$ cat src/rtl/id_ex_pipe_pkg.sv
// Shared RISC-V decode definitions: opcodes, ALU and write-back encodings,
// the EX control bundle, and helpers that say which source registers an opcode reads.
package id_ex_pipe_pkg;

    typedef enum logic [6:0] {
        OP_R_TYPE = 7'b0110011,
        OP_I_TYPE = 7'b0010011,
        OP_LOAD   = 7'b0000011,
        OP_STORE  = 7'b0100011,
        OP_BRANCH = 7'b1100011,
        OP_JAL    = 7'b1101111,
        OP_JALR   = 7'b1100111,
        OP_LUI    = 7'b0110111,
        OP_AUIPC  = 7'b0010111
    } opcode_e;

    typedef enum logic [3:0] {
        ALU_ADD  = 4'd0,
        ALU_SUB  = 4'd1,
        ALU_SLL  = 4'd2,
        ALU_SLT  = 4'd3,
        ALU_SLTU = 4'd4,
        ALU_XOR  = 4'd5,
        ALU_SRL  = 4'd6,
        ALU_SRA  = 4'd7,
        ALU_OR   = 4'd8,
        ALU_AND  = 4'd9,
        ALU_LUI  = 4'd10
    } alu_op_e;

    typedef enum logic [1:0] {
        WB_LOAD = 2'b00,
        WB_ALU  = 2'b01,
        WB_PC4  = 2'b10
    } wb_sel_e;

    // Decoder control bundle carried into EX; all-zero is the bubble.
    typedef struct packed {
        logic       rd_wren;
        logic       br_un;
        logic       opa_sel;
        logic       opb_sel;
        logic       lsu_wren;
        logic       insn_vld;
        logic [3:0] alu_op;
        logic [1:0] wb_sel;
        logic [2:0] ld_en;
    } ex_ctrl_t;

    typedef struct packed {
        logic [31:0] pc;
        logic [31:0] instr;
        logic [31:0] rs1_data;
        logic [31:0] rs2_data;
        logic [31:0] imm;
    } ex_data_t;

    localparam logic [15:0] BUBBLE_CNT_MAX = 16'hFFFF;

    function automatic logic uses_rs1(input logic [6:0] opcode);
        case (opcode)
            OP_R_TYPE, OP_I_TYPE, OP_LOAD, OP_STORE, OP_BRANCH, OP_JALR: return 1'b1;
            default: return 1'b0;
        endcase
    endfunction

    function automatic logic uses_rs2(input logic [6:0] opcode);
        case (opcode)
            OP_R_TYPE, OP_STORE, OP_BRANCH: return 1'b1;
            default: return 1'b0;
        endcase
    endfunction

endpackage

$ cat src/rtl/id_ex_pipe_if.sv
// ID-to-EX bus: ID-stage datapath/control values in, registered EX-stage values out.
interface id_ex_pipe_if;

    logic [31:0] i_id_pc;
    logic [31:0] i_id_instr;
    logic [31:0] i_id_rs1_data;
    logic [31:0] i_id_rs2_data;
    logic [31:0] i_id_imm;
    logic        i_rd_wren;
    logic        i_br_un;
    logic        i_opa_sel;
    logic        i_opb_sel;
    logic        i_lsu_wren;
    logic        i_insn_vld;
    logic [3:0]  i_alu_op;
    logic [1:0]  i_wb_sel;
    logic [2:0]  i_ld_en;

    logic [31:0] o_ex_pc;
    logic [31:0] o_ex_instr;
    logic [31:0] o_ex_rs1_data;
    logic [31:0] o_ex_rs2_data;
    logic [31:0] o_ex_imm;
    logic        o_ex_rd_wren;
    logic        o_ex_br_un;
    logic        o_ex_opa_sel;
    logic        o_ex_opb_sel;
    logic        o_ex_lsu_wren;
    logic        o_ex_insn_vld;
    logic [3:0]  o_ex_alu_op;
    logic [1:0]  o_ex_wb_sel;
    logic [2:0]  o_ex_ld_en;

    // Decoder side: drives the ID values, observes the EX register.
    modport master (
        output i_id_pc, i_id_instr, i_id_rs1_data, i_id_rs2_data, i_id_imm,
               i_rd_wren, i_br_un, i_opa_sel, i_opb_sel, i_lsu_wren, i_insn_vld,
               i_alu_op, i_wb_sel, i_ld_en,
        input  o_ex_pc, o_ex_instr, o_ex_rs1_data, o_ex_rs2_data, o_ex_imm,
               o_ex_rd_wren, o_ex_br_un, o_ex_opa_sel, o_ex_opb_sel, o_ex_lsu_wren,
               o_ex_insn_vld, o_ex_alu_op, o_ex_wb_sel, o_ex_ld_en
    );

    // Pipeline register side.
    modport slave (
        input  i_id_pc, i_id_instr, i_id_rs1_data, i_id_rs2_data, i_id_imm,
               i_rd_wren, i_br_un, i_opa_sel, i_opb_sel, i_lsu_wren, i_insn_vld,
               i_alu_op, i_wb_sel, i_ld_en,
        output o_ex_pc, o_ex_instr, o_ex_rs1_data, o_ex_rs2_data, o_ex_imm,
               o_ex_rd_wren, o_ex_br_un, o_ex_opa_sel, o_ex_opb_sel, o_ex_lsu_wren,
               o_ex_insn_vld, o_ex_alu_op, o_ex_wb_sel, o_ex_ld_en
    );

endinterface

$ cat src/rtl/id_ex_pipe_hazard_detect.sv
// Load-use hazard detection: the instruction in ID reads the register a load in EX
// has not yet produced. A flush discards the ID instruction, so it cannot hazard.
module hazard_detect
    import id_ex_pipe_pkg::*;
(
    input  logic       ex_insn_vld,
    input  logic       ex_rd_wren,
    input  logic [1:0] ex_wb_sel,
    input  logic [4:0] ex_rd,
    input  logic [6:0] id_opcode,
    input  logic [4:0] id_rs1,
    input  logic [4:0] id_rs2,
    input  logic       id_insn_vld,
    input  logic       flush,
    output logic       hzd_stall
);

    logic ex_is_load;
    logic rs1_match;
    logic rs2_match;

    // Compare ID source registers against the destination of a load in EX.
    always_comb begin
        // NOTE: every always_comb output gets a default first so no path can infer a latch.
        ex_is_load = 1'b0;
        rs1_match  = 1'b0;
        rs2_match  = 1'b0;
        hzd_stall  = 1'b0;

        ex_is_load = ex_insn_vld && ex_rd_wren && (ex_wb_sel == WB_LOAD);
        rs1_match  = uses_rs1(id_opcode) && (id_rs1 == ex_rd);
        rs2_match  = uses_rs2(id_opcode) && (id_rs2 == ex_rd);
        hzd_stall  = !flush && ex_is_load && (ex_rd != 5'd0) && id_insn_vld
                     && (rs1_match || rs2_match);
    end

endmodule

$ cat src/rtl/id_ex_pipe.sv
// ID/EX pipeline register with flush, stall and load-use bubble insertion,
// plus a saturating count of inserted bubbles.
module id_ex_pipe
    import id_ex_pipe_pkg::*;
(
    input  logic         i_clk,
    input  logic         i_reset,
    input  logic         i_stall,
    input  logic         i_flush,
    id_ex_pipe_if.slave  bus,
    output logic         o_hzd_stall,
    output logic [15:0]  o_bubble_cnt
);

    ex_ctrl_t id_ctrl;
    ex_data_t id_data;
    ex_ctrl_t ex_ctrl_q;
    ex_data_t ex_data_q;
    logic     load_bubble;

    assign id_ctrl = '{
        rd_wren:  bus.i_rd_wren,
        br_un:    bus.i_br_un,
        opa_sel:  bus.i_opa_sel,
        opb_sel:  bus.i_opb_sel,
        lsu_wren: bus.i_lsu_wren,
        insn_vld: bus.i_insn_vld,
        alu_op:   bus.i_alu_op,
        wb_sel:   bus.i_wb_sel,
        ld_en:    bus.i_ld_en
    };

    assign id_data = '{
        pc:       bus.i_id_pc,
        instr:    bus.i_id_instr,
        rs1_data: bus.i_id_rs1_data,
        rs2_data: bus.i_id_rs2_data,
        imm:      bus.i_id_imm
    };

    hazard_detect u_hazard_detect (
        .ex_insn_vld (ex_ctrl_q.insn_vld),
        .ex_rd_wren  (ex_ctrl_q.rd_wren),
        .ex_wb_sel   (ex_ctrl_q.wb_sel),
        .ex_rd       (ex_data_q.instr[11:7]),
        .id_opcode   (bus.i_id_instr[6:0]),
        .id_rs1      (bus.i_id_instr[19:15]),
        .id_rs2      (bus.i_id_instr[24:20]),
        .id_insn_vld (bus.i_insn_vld),
        .flush       (i_flush),
        .hzd_stall   (o_hzd_stall)
    );

    // Flush beats stall; a hazard only inserts a bubble when EX is free to advance.
    assign load_bubble = i_flush || (!i_stall && o_hzd_stall);

    // EX register: bubble on flush/hazard, hold on stall, otherwise capture ID.
    always_ff @(posedge i_clk or posedge i_reset) begin
        // NOTE: reset clears every EX field to the bubble; these are flops, not a memory, so all are reset.
        if (i_reset) begin
            // NOTE: sequential state uses non-blocking assignments so all flops update from pre-edge values.
            ex_ctrl_q <= '0;
            ex_data_q <= '0;
        end else if (load_bubble) begin
            ex_ctrl_q <= '0;
            ex_data_q <= '0;
        end else if (!i_stall) begin
            ex_ctrl_q <= id_ctrl;
            ex_data_q <= id_data;
        end
    end

    // Bubble counter: one per inserted bubble, sticks at all-ones.
    always_ff @(posedge i_clk or posedge i_reset) begin
        if (i_reset) begin
            o_bubble_cnt <= 16'd0;
        end else if (load_bubble && (o_bubble_cnt != BUBBLE_CNT_MAX)) begin
            o_bubble_cnt <= o_bubble_cnt + 16'd1;
        end
    end

    assign bus.o_ex_pc       = ex_data_q.pc;
    assign bus.o_ex_instr    = ex_data_q.instr;
    assign bus.o_ex_rs1_data = ex_data_q.rs1_data;
    assign bus.o_ex_rs2_data = ex_data_q.rs2_data;
    assign bus.o_ex_imm      = ex_data_q.imm;
    assign bus.o_ex_rd_wren  = ex_ctrl_q.rd_wren;
    assign bus.o_ex_br_un    = ex_ctrl_q.br_un;
    assign bus.o_ex_opa_sel  = ex_ctrl_q.opa_sel;
    assign bus.o_ex_opb_sel  = ex_ctrl_q.opb_sel;
    assign bus.o_ex_lsu_wren = ex_ctrl_q.lsu_wren;
    assign bus.o_ex_insn_vld = ex_ctrl_q.insn_vld;
    assign bus.o_ex_alu_op   = ex_ctrl_q.alu_op;
    assign bus.o_ex_wb_sel   = ex_ctrl_q.wb_sel;
    assign bus.o_ex_ld_en    = ex_ctrl_q.ld_en;

endmodule

$ cat src/flat_wrapper.sv
// flat-port wrapper written by rule: the top's interface ports become plain ports
module id_ex_pipe_flat import id_ex_pipe_pkg::*;
  (i_clk, i_reset, i_stall, i_flush, o_hzd_stall, o_bubble_cnt, bus_i_id_pc, bus_i_id_instr, bus_i_id_rs1_data, bus_i_id_rs2_data, bus_i_id_imm, bus_i_rd_wren, bus_i_br_un, bus_i_opa_sel, bus_i_opb_sel, bus_i_lsu_wren, bus_i_insn_vld, bus_i_alu_op, bus_i_wb_sel, bus_i_ld_en, bus_o_ex_pc, bus_o_ex_instr, bus_o_ex_rs1_data, bus_o_ex_rs2_data, bus_o_ex_imm, bus_o_ex_rd_wren, bus_o_ex_br_un, bus_o_ex_opa_sel, bus_o_ex_opb_sel, bus_o_ex_lsu_wren, bus_o_ex_insn_vld, bus_o_ex_alu_op, bus_o_ex_wb_sel, bus_o_ex_ld_en);
  id_ex_pipe_if bus_i ();
  input  logic i_clk;
  input  logic i_reset;
  input  logic i_stall;
  input  logic i_flush;
  output logic o_hzd_stall;
  output logic [15:0] o_bubble_cnt;
  input wire logic [$bits(bus_i.i_id_pc)-1:0] bus_i_id_pc;
  input wire logic [$bits(bus_i.i_id_instr)-1:0] bus_i_id_instr;
  input wire logic [$bits(bus_i.i_id_rs1_data)-1:0] bus_i_id_rs1_data;
  input wire logic [$bits(bus_i.i_id_rs2_data)-1:0] bus_i_id_rs2_data;
  input wire logic [$bits(bus_i.i_id_imm)-1:0] bus_i_id_imm;
  input wire logic [$bits(bus_i.i_rd_wren)-1:0] bus_i_rd_wren;
  input wire logic [$bits(bus_i.i_br_un)-1:0] bus_i_br_un;
  input wire logic [$bits(bus_i.i_opa_sel)-1:0] bus_i_opa_sel;
  input wire logic [$bits(bus_i.i_opb_sel)-1:0] bus_i_opb_sel;
  input wire logic [$bits(bus_i.i_lsu_wren)-1:0] bus_i_lsu_wren;
  input wire logic [$bits(bus_i.i_insn_vld)-1:0] bus_i_insn_vld;
  input wire logic [$bits(bus_i.i_alu_op)-1:0] bus_i_alu_op;
  input wire logic [$bits(bus_i.i_wb_sel)-1:0] bus_i_wb_sel;
  input wire logic [$bits(bus_i.i_ld_en)-1:0] bus_i_ld_en;
  output wire logic [$bits(bus_i.o_ex_pc)-1:0] bus_o_ex_pc;
  output wire logic [$bits(bus_i.o_ex_instr)-1:0] bus_o_ex_instr;
  output wire logic [$bits(bus_i.o_ex_rs1_data)-1:0] bus_o_ex_rs1_data;
  output wire logic [$bits(bus_i.o_ex_rs2_data)-1:0] bus_o_ex_rs2_data;
  output wire logic [$bits(bus_i.o_ex_imm)-1:0] bus_o_ex_imm;
  output wire logic [$bits(bus_i.o_ex_rd_wren)-1:0] bus_o_ex_rd_wren;
  output wire logic [$bits(bus_i.o_ex_br_un)-1:0] bus_o_ex_br_un;
  output wire logic [$bits(bus_i.o_ex_opa_sel)-1:0] bus_o_ex_opa_sel;
  output wire logic [$bits(bus_i.o_ex_opb_sel)-1:0] bus_o_ex_opb_sel;
  output wire logic [$bits(bus_i.o_ex_lsu_wren)-1:0] bus_o_ex_lsu_wren;
  output wire logic [$bits(bus_i.o_ex_insn_vld)-1:0] bus_o_ex_insn_vld;
  output wire logic [$bits(bus_i.o_ex_alu_op)-1:0] bus_o_ex_alu_op;
  output wire logic [$bits(bus_i.o_ex_wb_sel)-1:0] bus_o_ex_wb_sel;
  output wire logic [$bits(bus_i.o_ex_ld_en)-1:0] bus_o_ex_ld_en;
  assign bus_i.i_id_pc = bus_i_id_pc;
  assign bus_i.i_id_instr = bus_i_id_instr;
  assign bus_i.i_id_rs1_data = bus_i_id_rs1_data;
  assign bus_i.i_id_rs2_data = bus_i_id_rs2_data;
  assign bus_i.i_id_imm = bus_i_id_imm;
  assign bus_i.i_rd_wren = bus_i_rd_wren;
  assign bus_i.i_br_un = bus_i_br_un;
  assign bus_i.i_opa_sel = bus_i_opa_sel;
  assign bus_i.i_opb_sel = bus_i_opb_sel;
  assign bus_i.i_lsu_wren = bus_i_lsu_wren;
  assign bus_i.i_insn_vld = bus_i_insn_vld;
  assign bus_i.i_alu_op = bus_i_alu_op;
  assign bus_i.i_wb_sel = bus_i_wb_sel;
  assign bus_i.i_ld_en = bus_i_ld_en;
  assign bus_o_ex_pc = bus_i.o_ex_pc;
  assign bus_o_ex_instr = bus_i.o_ex_instr;
  assign bus_o_ex_rs1_data = bus_i.o_ex_rs1_data;
  assign bus_o_ex_rs2_data = bus_i.o_ex_rs2_data;
  assign bus_o_ex_imm = bus_i.o_ex_imm;
  assign bus_o_ex_rd_wren = bus_i.o_ex_rd_wren;
  assign bus_o_ex_br_un = bus_i.o_ex_br_un;
  assign bus_o_ex_opa_sel = bus_i.o_ex_opa_sel;
  assign bus_o_ex_opb_sel = bus_i.o_ex_opb_sel;
  assign bus_o_ex_lsu_wren = bus_i.o_ex_lsu_wren;
  assign bus_o_ex_insn_vld = bus_i.o_ex_insn_vld;
  assign bus_o_ex_alu_op = bus_i.o_ex_alu_op;
  assign bus_o_ex_wb_sel = bus_i.o_ex_wb_sel;
  assign bus_o_ex_ld_en = bus_i.o_ex_ld_en;
  id_ex_pipe u_core (.i_clk(i_clk), .i_reset(i_reset), .i_stall(i_stall), .i_flush(i_flush), .bus(bus_i), .o_hzd_stall(o_hzd_stall), .o_bubble_cnt(o_bubble_cnt));
endmodule
$ cat config.mk
export PLATFORM = sky130hd
export DESIGN_NAME = id_ex_pipe_flat
export DESIGN_NICKNAME = d
export VERILOG_FILES = /design/src/rtl/id_ex_pipe_pkg.sv /design/src/rtl/id_ex_pipe_if.sv /design/src/rtl/id_ex_pipe_hazard_detect.sv /design/src/rtl/id_ex_pipe.sv /design/src/flat_wrapper.sv
export SDC_FILE = /design/constraint.sdc
export NUM_CORES = 1
export LEC_CHECK = 0
export CORE_AREA = 2 2 146 148
export DETAILED_ROUTE_END_ITERATION = 8
export DIE_AREA = 0 0 148 150
export PLACE_DENSITY = 0.73
export SLEW_MARGIN = 25
export SYNTH_ARGS = -nofsm -noshare
export SYNTH_HDL_FRONTEND = slang
export SYNTH_SLANG_ARGS = --single-unit
$ cat constraint.sdc
create_clock -name i_clk -period 10.1 [get_ports i_clk]
set_clock_uncertainty 0.2 [all_clocks]
set_input_delay 3.03 -clock i_clk [delete_from_list [all_inputs] [get_ports i_clk]]
set_output_delay 3.03 -clock i_clk [all_outputs]
set_load 0.005 [all_outputs]
==> impl_metrics.yaml, run 1 <==
outcome:
  status: "finished clean"
worst_setup_path:
  rr_worst_depth: 7
  r2r-end: "u_core.bus.o_ex_rs2_data[25]"
  rr_startpoint: "u_core.bus.o_ex_instr[8]"
  path_class: "primary input to primary output"
  required_ns: 6.87
  worst_setup_path_end_kind: "primary output"
  crit_fanout: 4
  start_kind: "primary input"
  worstPathArrival_ns: 5.01
  reg2reg_slack_ns: 6.59
synthesis:
  ys_ff_latch: 191
  avgSynthCellArea_um2: 14.0
  syn-num-nets: 693
  yosysWarningCount: 0
  syn_area_um2: 7200
  ys_seq_area_frac: 0.664
  syn_inst: 513
  synth_cell_types: 32
global_route:
  grt_antenna_before_repair: 0
  grt_use_total: 0.191
  grt_pass1_vias: 5705
  grt_pass1_wl_mm: 32.9
  overflow: 0
  grt_max_degree: 119
floorplan:
  die_h_um: 150
  ios: 371
  die_w_um: 148
  die-area_um2: 22200
  initial_core_util: 0.348
  rows: 53
  coreArea_um2: 20700
cts:
  cts.sinks: 191
  clock_latency_ns: 0.42
  numCtsBuffers: 17
  htree_levels: 4
  clk_pin_slew_ns: 0.07
  cts_root_buf: "clkbuf_16"
  post_cts_buffers: 0
  ctsResizeCount: 0
  cts_tree: "done"
  cts_buffer_depth: 2
  ctsHoldBuffers: 0
timing:
  worstMarginPinSlew_ns: 1.05
  slew_viol_final: 0
  holdWs_ns: 0.297
  final.min_clock_period_ns: 8.24
  finalSetupViolations: 0
  hold_violations: 0
  fin_crit_sh: 0.816
  rsz0062_at_grt: "no"
  setup_tns_ns: 0
  fmaxAchievable_mhz: 121
  slew-limit-headroom: 0.301
drt:
  post_drt_via_cell_ratio: 5.01
  totalWireLength_mm: 22.1
  post_drt_wl_per_cell_um: 19.1
  drtAntennaViolNets: 0
  vias: 5775
  drcViolationCount: 0
  drt_iter0_markers: 230
  first_pass_iters: 4
worst_hold_path:
  hold_path_end: "u_core.o_bubble_cnt[9]"
  hold_depth: 1
  holdCritPathClass: "flip-flop to flip-flop"
  hp-start: "u_core.o_bubble_cnt[9]"
cells_and_area:
  layout_common_cells: "clkdlybuf4s50_1, dfrtp_1, a22o_1, nand2_1, xnor2_1"
  syn2layout_area_growth_pct: 62.5
  nets: 1046
  drive_gt1_frac: 0.0626
  mostFrequentLayoutCell: "clkdlybuf4s50_1"
  diodes: 0
placement:
  dp_hpwl_mm: 15.5
  place.gp.congestion: 0.798
  numPortBuffers: 370
run:
  maxCapViolCount: 0
power_and_ir_drop:
  p_per_area_nw_per_um2: 156
  ir_drop_mv: 0.107
  p_leak_nw: 5.15
==> kinds of logic after synthesis <==
logic type / Yosys count / synth area share
compound gates: 178 / 0.212
xor+xnor: 25 / 0.0304
fa+ha+maj: 1 / 0.00174
buf+inv: 44 / 0.0276
flops: 191 / 0.664
mux: 1 / 0.00156
simple gates: 73 / 0.0622
==> area by class of cell <==
type,count,area (um^2)
clock buffer,19,453
inverter,2,15.0
tap,275,344
clock inverter,12,119
timing repair buffer,376,3750
sequential,191,4780
fill,1717,8990
multi-input combinational,278,2230
==> synth_stat cells, drive strengths merged <==
cell type,count,area (um^2)
or3b,1,8.76
ha,1,12.5
nor2b,1,6.26
and3b,1,8.76
a21oi,11,55.1
nand4,8,68.8
a22o,164,1440
xnor2,25,219
o211ai,1,7.51
and4,2,17.5
or2,1,6.26
o22a,1,8.76
clkbuf,20,75.1
dfrtp,191,4780
inv,2,7.51
nor2,5,21.3
nand2,27,104
buf,22,116
nor3,1,10.0
nand3,13,100
mux2,1,11.3
o31ai,1,21.3
nand4b,1,8.76
or4,2,18.8
and4bb,1,12.5
and3,9,56.3
==> routing by layer <==
layer  share of wire  up-vias  GRT usage
li1                -     2642          -
met5               0        -          0
met1            0.42     2864      0.241
met2            0.48      245      0.312
met3           0.087       24     0.0671
met4           0.014        0     0.0510
==> critical path, cell delays in order <==
cell	delay [ns]
clkdlybuf4s50_1	0.53
inv_1	0.18
nand3_1	0.10
or4_4	0.45
nor2_2	0.19
clkdlybuf4s50_1	0.54
==> flip-flops by register name (all words and copies together), names as in the netlist <==
signal and cells:
u_core.bus.o_ex_opb_sel 1, u_core.bus.o_ex_instr 32, u_core.bus.o_ex_alu_op 4, u_core.o_bubble_cnt 16, u_core.bus.o_ex_lsu_wren 1, u_core.bus.o_ex_rs2_data 32
u_core.bus.o_ex_opa_sel 1, u_core.bus.o_ex_rd_wren 1, u_core.bus.o_ex_ld_en 3, u_core.bus.o_ex_pc 32, u_core.bus.o_ex_rs1_data 32, u_core.bus.o_ex_insn_vld 1
u_core.bus.o_ex_imm 32, u_core.bus.o_ex_br_un 1, u_core.bus.o_ex_wb_sel 2
==> worst max path at each step <==
stage | from | endpoint | slack [ns] | depth (start not counted)
2_1_floorplan | i_reset | u_core.bus.o_ex_alu_op[0] | 1.67 | 1
3_3_place_gp | i_flush | o_hzd_stall | 1.88 | 6
3_5_place_dp | i_flush | o_hzd_stall | 1.86 | 6
4_1_cts | i_flush | o_hzd_stall | 1.85 | 6
5_1_grt | i_flush | o_hzd_stall | 1.77 | 6
6_report | i_flush | o_hzd_stall | 1.86 | 6
==> through the flow <==
step	total power, mW	util	worst slack, ns	cell area (um^2)	std cells
after floorplan	0.968	-	1.67	7200	513
after global placement	1.18	0.537	1.88	11100	1122
after detailed placement	1.18	0.537	1.86	11100	1122
after CTS	1.85	0.565	1.85	11700	1153
after global routing	1.91	0.565	1.77	11700	1153
final	1.83	0.565	1.86	11700	1153
==> where the power goes <==
group	total [mW]	switching [mW]	leakage, nW	internal [mW]
Clock	0.660	0.320	0.280	0.339
Combinational	0.306	0.111	2.33	0.195
Sequential	0.862	0.0449	2.54	0.817
Total	1.83	0.477	5.15	1.35
No activity file was read; power rests on OpenSTA's default activity.
==> run 2, diff against run 1 <==
--- a/config.mk
+++ b/config.mk
@@ -5,10 +5,9 @@
 export SDC_FILE = /design/constraint.sdc
 export NUM_CORES = 1
 export LEC_CHECK = 0
-export CORE_AREA = 2 2 146 148
+export CORE_UTILIZATION = 36
 export DETAILED_ROUTE_END_ITERATION = 8
-export DIE_AREA = 0 0 148 150
-export PLACE_DENSITY = 0.73
+export PLACE_DENSITY = 0.78
 export SLEW_MARGIN = 25
 export SYNTH_ARGS = -nofsm -noshare
 export SYNTH_HDL_FRONTEND = slang
==> constraint.sdc (replaced) <==
create_clock -name i_clk -period 6.94 [get_ports i_clk]
set_clock_uncertainty 0.2 [all_clocks]
set_input_delay 2.082 -clock i_clk [delete_from_list [all_inputs] [get_ports i_clk]]
set_output_delay 2.082 -clock i_clk [all_outputs]
set_load 0.005 [all_outputs]
==> run 2 against run 1 <==
Compared with the run above: combinational power is 46% higher; critical path depth stayed put; clock power is 44% higher; sequential share of layout area is 0.21 points lower; via count is 0.78% lower; flip-flop and latch count stayed put; cell area is 0.51% higher; global-route usage is 1.6 points higher; largest cell class unchanged; largest power group unchanged; highest routed layer unchanged.
==> impl_metrics.yaml, run 2 (synthesis results as in run 1) <==
outcome:
  status: "finished clean"
worst_setup_path:
  r2r-end: "u_core.bus.o_ex_ld_en[2]"
  worstPathArrival_ns: 4.15
  start_kind: "primary input"
  worst_setup_path_end_kind: "primary output"
  rr_worst_depth: 8
  rr_startpoint: "u_core.bus.o_ex_instr[8]"
  path_class: "primary input to primary output"
  reg2reg_slack_ns: 4.11
  crit_fanout: 4
  required_ns: 4.66
floorplan:
  ios: 371
  initial_core_util: 0.369
  die-area_um2: 20600
  die_h_um: 143
  coreArea_um2: 19500
  die_w_um: 143
  rows: 51
timing:
  fmaxAchievable_mhz: 156
  slew_viol_final: 0
  fin_crit_sh: 0.927
  hold_violations: 0
  rsz0062_at_grt: "no"
  holdWs_ns: 0.302
  slew-limit-headroom: 0.393
  final.min_clock_period_ns: 6.43
  finalSetupViolations: 0
  setup_tns_ns: 0
  worstMarginPinSlew_ns: 0.910
cts:
  ctsResizeCount: 0
  clk_pin_slew_ns: 0.07
  clock_latency_ns: 0.42
  cts_buffer_depth: 2
  cts_root_buf: "clkbuf_16"
  numCtsBuffers: 17
  ctsHoldBuffers: 0
  htree_levels: 4
  post_cts_buffers: 0
  cts_tree: "done"
  cts.sinks: 191
worst_hold_path:
  hp-start: "u_core.o_bubble_cnt[15]"
  hold_depth: 1
  holdCritPathClass: "flip-flop to flip-flop"
  hold_path_end: "u_core.o_bubble_cnt[15]"
cells_and_area:
  mostFrequentLayoutCell: "clkdlybuf4s50_1"
  diodes: 0
  syn2layout_area_growth_pct: 63.3
  num-fill-cells: 1605
  nets: 1049
  drive_gt1_frac: 0.0658
  layout_common_cells: "clkdlybuf4s50_1, dfrtp_1, a22o_1, nand2_1, xnor2_1"
drt:
  drt_iter0_markers: 215
  drtAntennaViolNets: 0
  drcViolationCount: 0
  post_drt_wl_per_cell_um: 18.8
  routed-wl-met3_mm: 1.92
  totalWireLength_mm: 21.6
  post_drt_via_cell_ratio: 5.00
  met1_length_mm: 8.40
  first_pass_iters: 5
  wl_met2_mm: 10.9
  vias: 5730
  routed.top_layer: "met4"
global_route:
  grt_max_degree: 175
  grt_pass1_wl_mm: 32.3
  grt_antenna_before_repair: 0
  grt_pass1_vias: 5851
  grt_use_total: 0.206
  overflow: 0
power_and_ir_drop:
  p_leak_nw: 5.17
  total_power_mw: 2.65
  ir_drop_mv: 0.128
  p_per_area_nw_per_um2: 225
placement:
  place.gp.congestion: 0.755
  dp_hpwl_mm: 15.4
  numPortBuffers: 370
run:
  maxCapViolCount: 0
[run 2: cell types whose count changed in the layout (fill, tap and decap cells not counted), moves of 2 or more]
cell / previous run / this run
buf_12: 0 / 4
clkinv_4: 3 / 0
clkbuf_8: 2 / 0
clkinv_8: 1 / 3
clkinvlp_4: 1 / 3
[run 2: area by class of cell]
class | count | area [um^2] | area share
well taps | 265 | 332 | 0.0282
repair buffers | 379 | 3820 | 0.325
multi-input cells | 278 | 2230 | 0.190
clock inverters | 14 | 146 | 0.0125
flip-flops and latches | 191 | 4780 | 0.407
clock buffers | 18 | 429 | 0.0365
inverters | 2 | 11.3 | 0.000958
[run 2: how the worst max path moves through the flow]
stage,from,cells past startpoint,end
after floorplan,i_flush,4,o_hzd_stall
after global placement,i_flush,6,o_hzd_stall
after detailed placement,i_flush,6,o_hzd_stall
after CTS,i_flush,6,o_hzd_stall
after global routing,i_flush,6,o_hzd_stall
final,i_flush,6,o_hzd_stall
[run 2: stage by stage]
stage,area [um^2],worst slack [ns],util,cells
6_report,11800,0.509,0.602,1147
5_1_grt,11800,0.447,0.602,1147
4_1_cts,11800,0.478,0.602,1147
3_5_place_dp,11200,0.478,0.573,1115
3_3_place_gp,11200,0.559,0.572,1114
2_1_floorplan,7200,1.81,-,513
[run 2: critical path, cell delays in order]
cell and delay (ns):
clkdlybuf4s50_1 0.56, inv_1 0.21, nand3_1 0.09, or4_4 0.45
nor2_2 0.18, clkdlybuf4s50_1 0.58
[run 2: layer usage]
| metal | vias to the layer above | GRT usage |
|---|---|---|
| met5 | - | 0 |
| met4 | 0 | 0.0666 |
| met3 | 21 | 0.0726 |
| met2 | 223 | 0.355 |
| met1 | 2836 | 0.239 |
| li1 | 2650 | - |
[run 2: where the power goes]
part	total [mW]	internal, mW	switching (mW)
combinational	0.446	0.287	0.158
sequential	1.25	1.19	0.0656
clock	0.949	0.481	0.468
total	2.65	1.96	0.692
==> run 3, diff against run 2 <==
--- a/config.mk
+++ b/config.mk
@@ -5,9 +5,13 @@
 export SDC_FILE = /design/constraint.sdc
 export NUM_CORES = 1
 export LEC_CHECK = 0
-export CORE_UTILIZATION = 36
+export CAP_MARGIN = 20
+export CELL_PAD_IN_SITES_DETAIL_PLACEMENT = 1
+export CELL_PAD_IN_SITES_GLOBAL_PLACEMENT = 1
+export CORE_ASPECT_RATIO = 1.5
+export CORE_UTILIZATION = 27
 export DETAILED_ROUTE_END_ITERATION = 8
-export PLACE_DENSITY = 0.78
+export PLACE_DENSITY = 0.76
 export SLEW_MARGIN = 25
 export SYNTH_ARGS = -nofsm -noshare
 export SYNTH_HDL_FRONTEND = slang
==> constraint.sdc (replaced) <==
create_clock -name i_clk -period 6.94 [get_ports i_clk]
set_clock_uncertainty 0.2 [all_clocks]
set_input_delay 2.082 -clock i_clk [delete_from_list [all_inputs] [get_ports i_clk]]
set_output_delay 2.082 -clock i_clk [all_outputs]
set_load 0.1 [all_outputs]
==> run 3 against run 2 <==
Compared with the run above: critical path depth unchanged; flip-flop and latch count unchanged; die area up 33%; combinational power up 130%; global-route usage down 1.7 points; first-iteration DRC count up 14%; largest cell class unchanged; non-clock buffer count up 1; final cell count up 6.2%; maximum frequency up 4.7%; clock power up 1%; sequential share of layout area down 0.27 points.
==> impl_metrics.yaml, run 3 (synthesis results as in run 1) <==
outcome:
  status: "finished clean"
cells_and_area:
  design_area_um2: 11800
  utilization: 0.456
  layout_common_cells: "clkdlybuf4s50_1, dfrtp_1, a22o_1, nand2_1, xnor2_1"
  syn2layout_area_growth_pct: 64.4
  mostFrequentLayoutCell: "clkdlybuf4s50_1"
  nets: 1050
  num-fill-cells: 2734
  drive_gt1_frac: 0.0680
drt:
  drt_iter0_markers: 246
  totalWireLength_mm: 24.9
  drtAntennaViolNets: 0
  vias: 5925
  post_drt_wl_per_cell_um: 20.4
  post_drt_via_cell_ratio: 4.86
  drcViolationCount: 0
  first_pass_iters: 4
floorplan:
  die_w_um: 135
  coreArea_um2: 25900
  ios: 371
  die_h_um: 202
  initial_core_util: 0.277
  rows: 72
  die-area_um2: 27300
worst_setup_path:
  crit_fanout: 4
  required_ns: 4.66
  crit_buf_inv: 3
  path_class: "primary input to primary output"
  slowest_delay_ns: 0.55
  critPathTopFamily: "buffers and inverters"
  start_kind: "primary input"
  cp_slowest_cell: "clkdlybuf4s50_1"
  crit_chain: "clkdlybuf4s50_1 > inv_1 > nand3_1 > or4_4 > nor2_2 > buf_12"
  worst_setup_path_end_kind: "primary output"
  worstPathArrival_ns: 3.86
timing:
  slew_viol_final: 0
  setup_tns_ns: 0
  fin_crit_sh: 0.885
  hold_violations: 0
  rsz0062_at_grt: "no"
  fmaxAchievable_mhz: 163
  finalSetupViolations: 0
  slew-limit-headroom: 0.284
  final.min_clock_period_ns: 6.14
  worstMarginPinSlew_ns: 1.07
global_route:
  grt_pass1_vias: 6470
  grt_use_total: 0.189
  grt_max_degree: 117
  grt_antenna_before_repair: 1
  grt_pass1_wl_mm: 38.7
  overflow: 0
cts:
  cts.sinks: 191
  cts_root_buf: "clkbuf_16"
  post_cts_buffers: 0
  htree_levels: 4
  ctsHoldBuffers: 0
  numCtsBuffers: 17
  cts_buffer_depth: 2
  ctsResizeCount: 0
  clk_pin_slew_ns: 0.07
  cts_tree: "done"
  clock_latency_ns: 0.45
worst_hold_path:
  holdCritPathClass: "flip-flop to flip-flop"
power_and_ir_drop:
  seqPwrFrac: 0.389
  switching_share: 0.384
  p_leak_nw: 5.17
  pwr-share-comb: 0.314
  ir_drop_mv: 0.272
  clock_power_share: 0.297
  p_per_area_nw_per_um2: 273
  intPower_mw: 1.99
  power.switching_mw: 1.24
placement:
  place_area_um2: 11200
  dp_hpwl_mm: 17.8
  place.gp.congestion: 0.762
  numPortBuffers: 370
run:
  maxCapViolCount: 0
run 3: area by class of cell:
| type | count | area [um^2] | share of cell area |
|---|---|---|---|
| multi-input combinational | 278 | 2230 | 0.189 |
| inverter | 2 | 11.3 | 0.000952 |
| antenna | 2 | 5.00 | 0.000423 |
| sequential | 191 | 4780 | 0.404 |
| tap | 333 | 417 | 0.0352 |
| clock buffer | 20 | 457 | 0.0386 |
| clock inverter | 12 | 110 | 0.00930 |
| timing repair buffer | 380 | 3820 | 0.323 |
run 3: worst paths after layout:
| kind | end | slack [ns] | startpoint | cells past startpoint |
|---|---|---|---|---|
| worst max-delay path | o_hzd_stall | 0.80 | i_flush | 6 |
| worst min-delay path | u_core.bus.o_ex_rs1_data[13] | 0.30 | u_core.bus.o_ex_rs1_data[13] | 1 |
| worst max register to register | u_core.bus.o_ex_pc[11] | 4.12 | u_core.bus.o_ex_instr[8] | 7 |
| worst min register to register | u_core.bus.o_ex_rs1_data[13] | 0.30 | u_core.bus.o_ex_rs1_data[13] | 1 |
| max in group asynchronous | u_core.bus.o_ex_rs1_data[23] | 3.62 | i_reset | 3 |
| min in group asynchronous | u_core.bus.o_ex_rs1_data[0] | 1.82 | i_reset | 2 |
run 3: metrics by stage:
step / hold slack, ns / instances / worst slack [ns] / power [mW]
2_1_floorplan: 0.772 / 513 / 1.10 / 1.96
3_3_place_gp: 0.287 / 1183 / 0.896 / 2.28
3_5_place_dp: 0.291 / 1183 / 0.806 / 2.30
4_1_cts: 0.304 / 1215 / 0.794 / 3.28
5_1_grt: 0.310 / 1217 / 0.728 / 3.36
6_report: 0.301 / 1218 / 0.796 / 3.23
run 3: worst reg2reg max path: stages, from the launching register on:
cell,delay [ns]
dfrtp_1,0.45
or4_1,0.56
nor2_1,0.22
or4_4,0.20
nor2_2,0.07
nor3_4,0.19
buf_4,0.57
a22o_1,0.30
run 3: power groups by stage:
stage | logic, mW | clock network (mW) | registers [mW]
after floorplan | 0.140 | 0 | 1.82
after global routing | 1.05 | 1.03 | 1.27
after global placement | 1.01 | 0 | 1.27
after detailed placement | 1.02 | 0 | 1.28
final | 1.02 | 0.960 | 1.26
after CTS | 1.02 | 0.994 | 1.26
run 3: per-layer routing:
| metal | GRT usage | part of all wire | wire length, um |
|---|---|---|---|
| met5 | 0 | 0 | 0 |
| met1 | 0.208 | 0.37 | 9240 |
| met3 | 0.0640 | 0.074 | 1830 |
| met2 | 0.328 | 0.53 | 13300 |
| met4 | 0.0787 | 0.022 | 560 |
